### src/rtl/trig_align_pkg.sv
// Shared types and helpers for the trigger phase-alignment block:
// lock/lane state encodings and the one-hot phase flag decoder.
package trig_align_pkg;

    localparam int PHASE_W = 3;
    localparam int BIN_W   = 2;

    typedef enum logic {
        SEARCH,
        LOCKED
    } lock_state_t;

    typedef enum logic [1:0] {
        IDLE,
        FIRE,
        DEAD
    } lane_state_t;

    typedef struct packed {
        logic               valid;
        logic [PHASE_W-1:0] index;
    } onehot_idx_t;

    // valid only when exactly one flag is set; index is that flag's position
    function automatic onehot_idx_t onehot8_index(input logic [7:0] flags);
        onehot_idx_t res;
        int          ones;
        res.valid = 1'b0;
        res.index = '0;
        ones      = 0;
        for (int k = 0; k < 8; k++) begin
            if (flags[k]) begin
                ones      = ones + 1;
                res.index = PHASE_W'(k);
            end
        end
        res.valid = (ones == 1);
        return res;
    endfunction

endpackage

### src/rtl/trig_lane_shaper.sv
// One trigger lane: turns an accepted edge into a fixed-width pulse followed
// by a dead-time hold-off before the lane can accept again.
module trig_lane_shaper
    import trig_align_pkg::*;
(
    input  logic       clk_adc,
    input  logic       rst,
    input  logic       arm,
    input  logic       src,
    input  logic [7:0] firingticks,
    input  logic [7:0] deadticks,
    output logic       accept,
    output logic       trig
);

    lane_state_t state_reg, state_next;
    logic [7:0]  cnt_reg, cnt_next;

    always_ff @(posedge clk_adc) begin
        if (rst) begin
            state_reg <= IDLE;
            cnt_reg   <= '0;
        end else begin
            state_reg <= state_next;
            cnt_reg   <= cnt_next;
        end
    end

    always_comb begin
        state_next = state_reg;
        cnt_next   = cnt_reg;
        accept     = arm & src & (state_reg == IDLE);
        case (state_reg)
            IDLE: begin
                if (accept) begin
                    state_next = FIRE;
                    // a zero width still yields a single-cycle pulse
                    cnt_next   = (firingticks == 8'd0) ? 8'd1 : firingticks;
                end
            end
            FIRE: begin
                if (cnt_reg == 8'd1) begin
                    state_next = (deadticks == 8'd0) ? IDLE : DEAD;
                    cnt_next   = deadticks;
                end else begin
                    cnt_next = cnt_reg - 8'd1;
                end
            end
            DEAD: begin
                if (cnt_reg == 8'd1) begin
                    state_next = IDLE;
                end
                cnt_next = cnt_reg - 8'd1;
            end
            default: begin
                state_next = IDLE;
            end
        endcase
    end

    assign trig = (state_reg == FIRE);

endmodule

### src/rtl/trig_phase_align.sv
// Locks onto the sampling edge/bin reported by the calibration windows and
// shapes the selected coax lanes into aligned, width-controlled trigger pulses.
module trig_phase_align
    import trig_align_pkg::*;
#(
    parameter int NCH          = 16,
    parameter int LOCK_WINDOWS = 2
) (
    input  logic               clk_adc,
    input  logic               rst,
    input  logic [NCH-1:0]     coax_in,
    input  logic [NCH-1:0]     coax_neg,
    input  logic               spareright,
    input  logic [7:0]         delaycounter,
    input  logic [7:0]         firingticks,
    input  logic [7:0]         deadticks,
    output logic [NCH-1:0]     trig_out,
    output logic               locked,
    output logic [PHASE_W-1:0] phase,
    output logic [7:0]         relock_count,
    output logic [15:0]        trig_count
);

    localparam int AGREE_W = $clog2(LOCK_WINDOWS + 1);

    logic                 spareright_q_reg;
    logic [BIN_W-1:0]     bin_reg;
    lock_state_t          lock_state_reg, lock_state_next;
    logic [PHASE_W-1:0]   cand_reg, cand_next;
    logic [AGREE_W-1:0]   agree_reg, agree_next;
    logic [PHASE_W-1:0]   phase_reg, phase_next;
    logic [7:0]           relock_reg, relock_next;
    logic [15:0]          trig_count_reg;

    logic                 win_close;
    logic [7:0]           win_flags;
    onehot_idx_t          win;
    logic                 arm;
    logic [NCH-1:0]       src;
    logic [NCH-1:0]       accept_vec;
    logic [15:0]          accept_count;

    // the flags are taken on the falling edge of the calibration window
    assign win_close = spareright_q_reg & ~spareright;
    assign win_flags = delaycounter;
    assign win       = onehot8_index(win_flags);

    always_ff @(posedge clk_adc) begin
        if (rst) begin
            spareright_q_reg <= 1'b0;
            bin_reg          <= '0;
            lock_state_reg   <= SEARCH;
            cand_reg         <= '0;
            agree_reg        <= '0;
            phase_reg        <= '0;
            relock_reg       <= '0;
            trig_count_reg   <= '0;
        end else begin
            spareright_q_reg <= spareright;
            bin_reg          <= bin_reg + BIN_W'(1);
            lock_state_reg   <= lock_state_next;
            cand_reg         <= cand_next;
            agree_reg        <= agree_next;
            phase_reg        <= phase_next;
            relock_reg       <= relock_next;
            trig_count_reg   <= trig_count_reg + accept_count;
        end
    end

    always_comb begin
        lock_state_next = lock_state_reg;
        cand_next       = cand_reg;
        agree_next      = agree_reg;
        phase_next      = phase_reg;
        relock_next     = relock_reg;
        if (win_close) begin
            case (lock_state_reg)
                SEARCH: begin
                    if (!win.valid) begin
                        agree_next = '0;
                    end else if (win.index == cand_reg) begin
                        agree_next = agree_reg + AGREE_W'(1);
                    end else begin
                        cand_next  = win.index;
                        agree_next = AGREE_W'(1);
                    end
                    if (agree_next == AGREE_W'(LOCK_WINDOWS)) begin
                        lock_state_next = LOCKED;
                        phase_next      = cand_next;
                        agree_next      = '0;
                    end
                end
                LOCKED: begin
                    // invalid windows leave the tracking state untouched
                    if (win.valid) begin
                        if (win.index == phase_reg) begin
                            agree_next = '0;
                        end else begin
                            if (win.index == cand_reg) begin
                                agree_next = agree_reg + AGREE_W'(1);
                            end else begin
                                cand_next  = win.index;
                                agree_next = AGREE_W'(1);
                            end
                            if (agree_next == AGREE_W'(LOCK_WINDOWS)) begin
                                phase_next  = cand_next;
                                agree_next  = '0;
                                relock_next = (relock_reg == 8'hFF) ? relock_reg
                                                                    : relock_reg + 8'd1;
                            end
                        end
                    end
                end
                default: begin
                    lock_state_next = SEARCH;
                end
            endcase
        end
    end

    assign arm = (lock_state_reg == LOCKED) & ~spareright & (bin_reg == phase_reg[1:0]);
    assign src = phase_reg[2] ? coax_neg : coax_in;

    generate
        for (genvar gi = 0; gi < NCH; gi++) begin : g_lane
            trig_lane_shaper u_lane (
                .clk_adc     (clk_adc),
                .rst         (rst),
                .arm         (arm),
                .src         (src[gi]),
                .firingticks (firingticks),
                .deadticks   (deadticks),
                .accept      (accept_vec[gi]),
                .trig        (trig_out[gi])
            );
        end
    endgenerate

    always_comb begin
        accept_count = '0;
        for (int k = 0; k < NCH; k++) begin
            accept_count = accept_count + 16'(accept_vec[k]);
        end
    end

    assign locked       = (lock_state_reg == LOCKED);
    assign phase        = phase_reg;
    assign relock_count = relock_reg;
    assign trig_count   = trig_count_reg;

endmodule
### config.mk
export PLATFORM = sky130hd
export DESIGN_NAME = trig_phase_align
export DESIGN_NICKNAME = d
export VERILOG_FILES = /design/src/rtl/trig_align_pkg.sv /design/src/rtl/trig_lane_shaper.sv /design/src/rtl/trig_phase_align.sv
export SDC_FILE = /design/constraint.sdc
export NUM_CORES = 1
export LEC_CHECK = 0
export ABC_CLOCK_PERIOD_IN_PS = 35100
export CORE_MARGIN = 3
export CORE_UTILIZATION = 35
export CTS_CLUSTER_SIZE = 40
export DETAILED_ROUTE_END_ITERATION = 16
export PLACE_DENSITY = 0.48
export SYNTH_ARGS = -nofsm -noshare
export SYNTH_HDL_FRONTEND = slang
export SYNTH_HIERARCHICAL = 1
export SYNTH_SLANG_ARGS = --single-unit
export TNS_END_PERCENT = 5
### constraint.sdc
create_clock -name clk_adc -period 35.1 [get_ports clk_adc]
set_input_delay 7.02 -clock clk_adc [delete_from_list [all_inputs] [get_ports clk_adc]]
set_output_delay 7.02 -clock clk_adc [all_outputs]
set_load 0.01 [all_outputs]
# == Word-level counts from Yosys, hierarchy flattened ==
# Index checks and enable logic that the tools add are counted.
# totals
register_bits,196
output_inout_bits,44
# classes
add_sub_neg,42
eq_ne,107
n_mux,155
n_bitwise,39
reduce_logical,70
# ops
op,n
one-hot mux 8 bit (3 select lines),16
2-to-1 mux 8 bit,33
adder 32 x 2 -> 32 bit (second input constant),7
2-to-1 mux 32 bit,7
== test 8 x 1 -> 1 bit (second input constant),16
subtractor 8 x 1 -> 8 bit (second input constant),16
2-to-1 mux 2 bit,62
one-hot mux 2 bit (3 select lines),16
inequality test 2 x 1 -> 1 bit (second input constant),34
AND reduction 3 bit,17
nonzero test 3 bit,16
2-to-1 mux 3 bit,13
== test 2 bit (second input constant),18
inequality test 2 bit (second input constant),18
bitwise AND 1 bit,35
AND reduction 2 bit,17
== test 2 x 1 -> 1 bit (second input constant),16
== test 32 x 2 -> 1 bit (second input constant),1
zero test 2 bit,16
adder 15 x 1 -> 16 bit,1
adder 16 bit,1
zero test 8 bit,2
2-to-1 mux 16 bit,1
adder 14 x 1 -> 15 bit,1
other kinds (24),33

# == Depth between registers and ports, before layout ==
# Gate-level depths: netlist of the first run.
# logic_depth
depth_word,24
mapped_depth,24

# == By module ==
# Netlist of the first run, hierarchy kept.
# modules_own_cells
module,n_inst,cells_each,area_each_um2,seq_area_each_um2
trig_lane_shaper,16,110,892.1,200.2
trig_phase_align,1,327,2886.5,720.7

# == Worst setup path before layout of the first run ==
# No wires, ideal clock.
# synth_path
path_kind,in2reg
start,input port spareright
end,"register trig_count_reg[10], in the netlist trig_count[10]"
arrival_ps,15736
required_time_ps,34967
slack_ps,19231
cell_stages,16
path_cell_list,nor4b_1 and3_1 inv_1 fa_1 fa_1 fa_1 fa_1 inv_1 fa_1 fa_1 a21oi_1 nor2_1 o21a_1 o21ai_1 or3_1 a21oi_1
# synth_lines
item,line_no,rtl
"start, declared",trig_phase_align.sv:13,"input logic spareright,"
inverter 1 bit,trig_phase_align.sv:121,assign arm = (lock_state_reg == LOCKED) & ~spareright & (bin_reg == phase_reg[1:0]);
bitwise AND 1 bit (2 in series),trig_phase_align.sv:121,
bitwise AND 1 bit (2 in series),trig_lane_shaper.sv:32,accept = arm & src & (state_reg == IDLE);
net accept_vec[4],trig_phase_align.sv:40,logic [NCH-1:0] accept_vec;
adder 4 x 1 -> 5 bit,trig_phase_align.sv:142,accept_count = accept_count + 16'(accept_vec[k]);
adder 5 x 1 -> 6 bit,trig_phase_align.sv:142,
adder 6 x 1 -> 7 bit,trig_phase_align.sv:142,
adder 7 x 1 -> 8 bit,trig_phase_align.sv:142,
adder 8 x 1 -> 9 bit,trig_phase_align.sv:142,
adder 9 x 1 -> 10 bit,trig_phase_align.sv:142,
adder 10 x 1 -> 11 bit,trig_phase_align.sv:142,
adder 11 x 1 -> 12 bit,trig_phase_align.sv:142,
adder 12 x 1 -> 13 bit,trig_phase_align.sv:142,
adder 13 x 1 -> 14 bit,trig_phase_align.sv:142,
adder 14 x 1 -> 15 bit,trig_phase_align.sv:142,
adder 15 x 1 -> 16 bit,trig_phase_align.sv:142,
adder 16 bit,trig_phase_align.sv:66,trig_count_reg <= trig_count_reg + accept_count;
"end signal, assigned",trig_phase_align.sv:66,
"end, declared",trig_phase_align.sv:33,logic [15:0] trig_count_reg;
# The timed path passes the listed nets, and every way through them passes these cells.
# A chain may end at the register's enable or synchronous reset.

# == Worst setup path after layout of the first run ==
# layout_path
start,input port spareright
end,"register trig_count_reg[8], in the netlist trig_count[8]"
# layout_lines
item,line_no,rtl
inverter 1 bit,trig_phase_align.sv:121,
bitwise AND 1 bit (2 in series),trig_phase_align.sv:121,
net arm,trig_phase_align.sv:38,logic arm;
bitwise AND 1 bit (2 in series),trig_lane_shaper.sv:32,
net accept_vec[12],trig_phase_align.sv:40,
adder 12 x 1 -> 13 bit,trig_phase_align.sv:142,
adder 13 x 1 -> 14 bit,trig_phase_align.sv:142,
adder 14 x 1 -> 15 bit,trig_phase_align.sv:142,
adder 15 x 1 -> 16 bit,trig_phase_align.sv:142,
adder 16 bit,trig_phase_align.sv:66,
# The timed path passes the listed nets, and every way through them passes these cells.

==> flow_summary.toml, run 1 <==
[status]
status = "completed"

[synthesis]
synthCells = 2087
synthTopCellsByArea = "dfxtp_1, ha_1, a221oi_1"
synth_ff_type = "dfxtp_1"
yosysTopAreaCell = "dfxtp_1"
ys_seq_area_frac = 0.229
syn_avg_cell_area_um2 = 8.22
netlist_area_um2 = 17200
yosys_warnings = 6
synth_edf_count = 0
syn_nets = 2270
synthArstFlopShare = 0
synth.distinct_cells = 68
netlist.area_leader.share = 0.229
ys_ff_latch = 196

[grt]
first_global_vias = 16600
grt_start_max_net_pins = 78
grt_pass1_wl_mm = 95.9
grt_antenna_before_repair = 1
track_usage = 0.236
grt_overflow = 0

[finish]
nets = 2309
final_cells = 2754
mostFrequentLayoutCell = "dfxtp_1"
fill_cells = 4890
diodes = 0
largest_reg_flops = 128
final_area_um2 = 19200
area_delta_synth_final_pct = 11.8
drive_gt1_frac = 0.0804
layout_common_cells = "dfxtp_1, inv_1, ha_1"
fin_util = 0.399

[die]
core_area_um2 = 48000
pin_count = 103
start_util = 0.357
rows = 80
dieArea_um2 = 51700
die_x_um = 227
dieHeight_um = 227

[cts]
cts_buffers = 17
cts_tree = "yes"
clockRootBuffer = "clkbuf_16"
clockBufferDepth = 2
ctsResizeCount = 0
clkLatencyLatePin_ns = 0.50
clkTransAtPathRegs_ns = 0.08
cts_hold_buf = 0
clock_sinks = 196
ctsHtreeMaxLevel = 4
cts_setup_buffers = 0

[route]
wl_per_cell_um = 22.5
drt_iter0_markers = 1409
postRouteAntennaNets = 0
drc = 0
drt_wl_total_mm = 61.9
firstDrtPassIters = 5
viasPerCell = 6.44
wl_met2_mm = 27.8
wl_met1_mm = 28.6
highest_layer = "met4"
wl_met3_mm = 4.16
vias = 17700

[timing]
whs_ns = 0.468
rsz0062_at_grt = "no"
tightest_slew_ns = 1.18
skew_ns = 0.0120
finalHoldViolCount = 0
max_slew_margin = 0.215
min_period_ns = 12.35
slew_viol_final = 0
setup_viol = 0
period_share = 0.352
max_freq_mhz = 81.0
setup_tns_ns = 0
worst_slack_ns = 22.75

[power_and_ir_drop]
leakage_nw = 6.04
pwr_density_cell_nw_per_um2 = 25.9
report.power.total_uw = 496
ir_drop_v = 0.0000267

[run]
maxCapViolCount = 0

[critical_path]
reg2reg_from = "phase[1]$_SDFFE_PP0P_"
critPathKind = "input pin to flop"
worstSetupStartpoint = "spareright"
startpoint_type = "input pin"
path_max_fanout = 48
crit_path_end_kind = "flop"
critPathArrivalTime_ns = 12.70
crit_required_ns = 35.45

[place]
dp_hpwl_mm = 38.2
port_buffers = 102
gp_congestion = 0.850
dpl_cell_area_um2 = 18600
place_inst = 2722
place_ws_ns = 22.21

[min_path]
hold_path_class = "flop to flop"
min_from = "bin_reg[0]$_SDFF_PP0_"
-- routing by layer --
metal / GRT usage / vias to the layer above
met1: 0.323 / 8703
met4: 0.0725 / 0
li1: - / 8290
met2: 0.380 / 665
met5: 0 / -
met3: 0.0409 / 87
-- cell usage after synthesis, drive strengths merged (17+ instances only) --
cell type	instances
nor2b	38
mux2	34
and3	39
a221oi	97
or2	18
nor4b	37
o21bai	17
o21a	17
o221ai	17
buf	22
ha	112
nor2	107
nor3	85
a211o	17
o32ai	48
dfxtp	196
or4b	17
nand2b	36
o21ai	141
mux2i	18
a311oi	34
a211oi	57
clkbuf	73
a31oi	51
o31ai	20
nand2	99
o2bb2ai	32
a2111oi	17
or4	19
inv	155
a21oi	82
nor4	81
nor3b	19
or3	91
-- cell type report --
class / instances / area (um^2) / area share
Tap cell: 615 / 769 / 0.0401
Sequential cell: 196 / 3930 / 0.205
Clock buffer: 18 / 439 / 0.0229
Multi-Input combinational cell: 1641 / 12300 / 0.640
Timing Repair Buffer: 115 / 1050 / 0.0546
Clock inverter: 14 / 144 / 0.00750
Inverter: 155 / 582 / 0.0303
-- path summary, 6_finish.rpt --
kind,to,slack (ns),cells after the start
worst min-delay path,bin_reg[0]$_SDFF_PP0_,0.47,1
worst min register to register,bin_reg[0]$_SDFF_PP0_,0.47,1
worst max-delay path,trig_count[8]$_SDFF_PP0_,22.75,18
worst max register to register,trig_count[8]$_SDFF_PP0_,29.17,18
-- power breakdown --
part | leakage, nW | switching [mW] | internal, mW | total (mW)
combinational | 4.19 | 0.0414 | 0.0220 | 0.0634
sequential | 1.58 | 0.000457 | 0.223 | 0.223
clock | 0.268 | 0.108 | 0.102 | 0.210
-- logic make-up after synthesis --
logic type	Yosys count	share of synthesized area
flip-flops	196	0.229
adder cells (fa/ha/maj)	124	0.0957
AND/OR/NAND/NOR	718	0.251
multiplexers	52	0.0328
buffers and inverters	250	0.0565
XOR/XNOR	26	0.0166
AO/OA/AOI/OAI	721	0.319
-- critical path: stages --
cell and delay [ns]:
clkdlybuf4s50_1 0.48, nor4b_2 0.30, buf_4 0.59, and3_1 0.27, fa_1 0.46, fa_1 0.50, inv_1 0.07, fa_1 0.49
fa_1 0.50, inv_1 0.05, fa_1 0.41, fa_1 0.48, a21oi_1 0.15, nor2_1 0.08, o21a_1 0.18, o21ai_1 0.40
or3_1 0.18, a21oi_1 0.06
No activity file was read; power rests on OpenSTA's default activity.
==> run 2, diff against run 1 <==
--- a/config.mk
+++ b/config.mk
@@ -5,7 +5,7 @@
 export SDC_FILE = /design/constraint.sdc
 export NUM_CORES = 1
 export LEC_CHECK = 0
-export ABC_CLOCK_PERIOD_IN_PS = 35100
+export ABC_CLOCK_PERIOD_IN_PS = 12300
 export CORE_MARGIN = 3
 export CORE_UTILIZATION = 35
 export CTS_CLUSTER_SIZE = 40
==> constraint.sdc (replaced) <==
create_clock -name clk_adc -period 12.3 [get_ports clk_adc]
set_input_delay 2.46 -clock clk_adc [delete_from_list [all_inputs] [get_ports clk_adc]]
set_output_delay 2.46 -clock clk_adc [all_outputs]
set_load 0.01 [all_outputs]
==> flow_summary.toml, run 2 (synthesized netlist as in run 1, its figures left out) <==
[finish]
fill_cells = 4853
diodes = 0
largest_reg_flops = 128
nets = 2308
area_delta_synth_final_pct = 12.3
multi_input_comb_area_um2 = 12300
fin_util = 0.401
mostFrequentLayoutCell = "dfxtp_1"
drive_gt1_frac = 0.0795
final_cells = 2753
regArea_um2 = 3930
layout_common_cells = "dfxtp_1, inv_1, ha_1"

[power_and_ir_drop]
pwr_density_cell_nw_per_um2 = 77.8
leakage_nw = 6.09
ir_drop_v = 0.0000710

[grt]
grt_antenna_before_repair = 0
track_usage = 0.235
grt_pass1_wl_mm = 95.5
grt_overflow = 0
grt_start_max_net_pins = 106
top_usage_layer = "met2"
grt_use_met3 = 0.0499
grtUsageMet1 = 0.325
use_met2 = 0.373
first_global_vias = 16500

[timing]
whs_ns = 0.475
skew_ns = 0.0120
max_slew_margin = 0.234
slew_viol_final = 0
finalHoldViolCount = 0
min_period_ns = 7.91
worst_slack_ns = 4.39
rsz0062_at_grt = "no"
tightest_slew_ns = 1.15
max_freq_mhz = 126
setup_viol = 0
setup_tns_ns = 0
period_share = 0.643

[place]
place_inst = 2721
place_ws_ns = 3.88
gp_congestion = 0.860
port_buffers = 102
dp_hpwl_mm = 38.0

[cts]
ctsHtreeMaxLevel = 4
cts_hold_buf = 0
ctsResizeCount = 0
cts_setup_buffers = 0
cts_buffers = 17
cts_tree = "yes"
clockBufferDepth = 2
clkLatencyLatePin_ns = 0.50
clockRootBuffer = "clkbuf_16"
clock_sinks = 196
clkTransAtPathRegs_ns = 0.07

[route]
firstDrtPassIters = 5
drt_wl_total_mm = 61.8
vias = 17600
viasPerCell = 6.37
drc = 0
drt_iter0_markers = 1312
wl_per_cell_um = 22.5
postRouteAntennaNets = 0

[critical_path]
critPathArrivalTime_ns = 8.25
path_max_fanout = 48
reg2reg_depth = 18
crit_path_end_kind = "flop"
startpoint_type = "input pin"
critPathKind = "input pin to flop"
crit_required_ns = 12.64

[die]
die_x_um = 227
core_area_um2 = 48000
dieHeight_um = 227
start_util = 0.357
rows = 80
pin_count = 103
dieArea_um2 = 51700

[min_path]
min_delay_path_depth = 2
hold_path_class = "flop to flop"

[run]
maxCapViolCount = 0

[status]
status = "completed"
[run 2: changes by cell type in the layout (fill, tap and decap cells not counted), sizes merged]
cell and delta:
bufinv +5, clkbuf +2, buf -1, inv -4
clkinvlp -4, clkinv +1
[run 2: power by group]
| part | internal (mW) | switching (mW) | total, mW |
|---|---|---|---|
| combinational | 0.0627 | 0.118 | 0.181 |
| clock | 0.393 | 0.290 | 0.682 |
| sequential | 0.635 | 0.00129 | 0.637 |
[run 2: layout make-up]
cell class | instances | area share
multi-input combinational | 1641 | 0.637
clock inverter | 12 | 0.0116
timing repair buffer | 114 | 0.0540
sequential | 196 | 0.204
clock buffer | 20 | 0.0237
tap | 615 | 0.0399
inverter | 155 | 0.0302
[run 2: worst paths after layout]
path                            slack, ns                       from                         to
worst min register to register       0.48  agree_reg[1]$_SDFFE_PP0P_  agree_reg[1]$_SDFFE_PP0P_
worst min-delay path                 0.48  agree_reg[1]$_SDFFE_PP0P_  agree_reg[1]$_SDFFE_PP0P_
worst max register to register       6.30      phase[1]$_SDFFE_PP0P_  trig_count[10]$_SDFF_PP0_
worst max-delay path                 4.39                 spareright  trig_count[10]$_SDFF_PP0_
[run 2: stage by stage]
step	instance area [um^2]	total power, mW
finish	19300	1.50
detailed placement	18600	0.831
floorplan	17200	0.742
CTS	19300	1.53
global route	19300	1.56
global placement	18600	0.829
[run 2: critical path, stage by stage]
cell and delay [ns]:
clkdlybuf4s50_1 0.52, nor4b_2 0.31, buf_4 0.60, and3_1 0.25, inv_1 0.06, fa_1 0.51, fa_1 0.54, fa_1 0.44
fa_1 0.49, inv_1 0.05, fa_1 0.41, fa_1 0.48, a21oi_1 0.16, nor2_1 0.07, o21a_1 0.18, o21ai_1 0.44
or3_1 0.19, a21oi_1 0.06
[run 2: routing by layer]
metal,part of all wire,vias up,wire (um)
met5,0,-,0
met3,0.066,85,4070
met2,0.45,587,27500
met4,0.021,0,1330
met1,0.47,8574,28900
li1,-,8304,-
==> run 3, diff against run 2 <==
--- a/config.mk
+++ b/config.mk
@@ -5,7 +5,7 @@
 export SDC_FILE = /design/constraint.sdc
 export NUM_CORES = 1
 export LEC_CHECK = 0
-export ABC_CLOCK_PERIOD_IN_PS = 12300
+export ABC_CLOCK_PERIOD_IN_PS = 7570
 export CORE_MARGIN = 3
 export CORE_UTILIZATION = 35
 export CTS_CLUSTER_SIZE = 40
==> constraint.sdc (replaced) <==
create_clock -name clk_adc -period 7.57 [get_ports clk_adc]
set_input_delay 1.514 -clock clk_adc [delete_from_list [all_inputs] [get_ports clk_adc]]
set_output_delay 1.514 -clock clk_adc [all_outputs]
set_load 0.01 [all_outputs]
==> flow_summary.toml, run 3 (synthesized netlist as in run 1, its figures left out) <==
[status]
status = "completed"

[route]
firstDrtPassIters = 5
drt_iter0_markers = 1192
wl_per_cell_um = 22.4
viasPerCell = 6.37
postRouteAntennaNets = 0
drt_wl_total_mm = 61.7
drc = 0
vias = 17500

[critical_path]
path_max_fanout = 14
critical_path.top_delay_family = "adder cells"
path_buf_inv = 2
max_stage_delay_ns = 0.57
slowest_stage = "or4_1"
critPathArrivalTime_ns = 7.05
crit_chain = "clkdlybuf4s50_1 -> inv_1 -> ha_1 -> xor2_1 -> ha_1 -> nand2_1 -> o31ai_1 -> ha_1 -> mux2_2 -> ha_1 -> nand2b_1 -> and3_1 -> ha_1 -> mux2_2 -> ha_1 -> nand2_1 -> xnor3_1 -> a211oi_1 -> o32a_1 -> nand3_2 -> or4_1 -> a21oi_1"
cp_common_cell = "ha_1"
crit_required_ns = 8.00
crit_path_end_kind = "flop"
startpoint_type = "input pin"
critPathKind = "input pin to flop"

[cts]
cts_tree = "yes"
clkLatencyLatePin_ns = 0.50
cts_setup_buffers = 0
clock_sinks = 196
clockRootBuffer = "clkbuf_16"
cts_hold_buf = 0
ctsHtreeMaxLevel = 4
clkTransAtPathRegs_ns = 0.08
cts_buffers = 17
ctsResizeCount = 0
clockBufferDepth = 2

[timing]
min_period_ns = 6.63
tightest_slew_ns = 1.16
finalHoldViolCount = 0
period_share = 0.875
max_freq_mhz = 151
rsz0062_at_grt = "no"
setup_tns_ns = 0
setup_viol = 0
slew_viol_final = 0
max_slew_margin = 0.225
skew_ns = 0.0123

[place]
dpl_cell_area_um2 = 18600
dp_hpwl_mm = 38.4
gp_congestion = 0.868
port_buffers = 102

[grt]
grt_start_max_net_pins = 110
track_usage = 0.236
first_global_vias = 16500
grt_pass1_wl_mm = 96.0
grt_antenna_before_repair = 0
grt_overflow = 0

[die]
start_util = 0.357
pin_count = 103
dieHeight_um = 227
dieArea_um2 = 51700
core_area_um2 = 48000
rows = 80
die_x_um = 227

[finish]
area_delta_synth_final_pct = 11.9
diodes = 0
mostFrequentLayoutCell = "dfxtp_1"
final_area_um2 = 19200
nets = 2310
largest_reg_flops = 128
drive_gt1_frac = 0.0808
layout_common_cells = "dfxtp_1, inv_1, ha_1"
fin_util = 0.400

[min_path]
hold_path_class = "flop to flop"

[run]
maxCapViolCount = 0

[power_and_ir_drop]
leakage_nw = 6.06
pwr_density_cell_nw_per_um2 = 119
ir_drop_v = 0.000122
report.power.total_mw = 2.28
==> run 3: changes by cell type in the layout (fill, tap and decap cells not counted) <==
cell and delta:
nor4b_4 +1, clkbuf_8 -1, clkbuf_1 -1, buf_12 +2, clkinv_2 +1, bufinv_16 -5
clkinv_4 +6, nor4b_2 -1
==> run 3: cell type report <==
cell class,instances,area [um^2]
clock buffer,18,439
multi-input combinational,1641,12300
sequential,196,3930
inverter,155,582
clock inverter,14,130
fill,4927,28800
timing repair buffer,116,1080
tap,615,769
==> run 3: final timing paths <==
check,start,to,slack (ns),depth (start not counted)
worst min register to register,bin_reg[0]$_SDFF_PP0_,bin_reg[0]$_SDFF_PP0_,0.47,1
worst min-delay path,bin_reg[0]$_SDFF_PP0_,bin_reg[0]$_SDFF_PP0_,0.47,1
worst max-delay path,delaycounter[1],relock_count[7]$_SDFFE_PP0P_,0.94,22
worst max register to register,phase[2]$_SDFFE_PP0P_,trig_count[10]$_SDFF_PP0_,1.69,16
==> run 3: power breakdown <==
group          internal, mW  switching (mW)
Sequential             1.03         0.00202
Clock                 0.465           0.487
Combinational         0.103           0.191
Total                  1.60           0.680
==> run 3: metrics by stage <==
step	setup slack, ns	hold WS (ns)	instances
floorplan	0.383	0.435	2087
global placement	0.549	0.446	2723
detailed placement	0.449	0.458	2723
CTS	0.969	0.477	2755
global route	0.669	0.496	2755
finish	0.944	0.470	2755
==> run 3: routing by layer <==
metal  global-route usage  share of wire
met3               0.0435          0.061
met4               0.0808          0.024
met1                0.323           0.46
met2                0.375           0.45
met5                    0              0
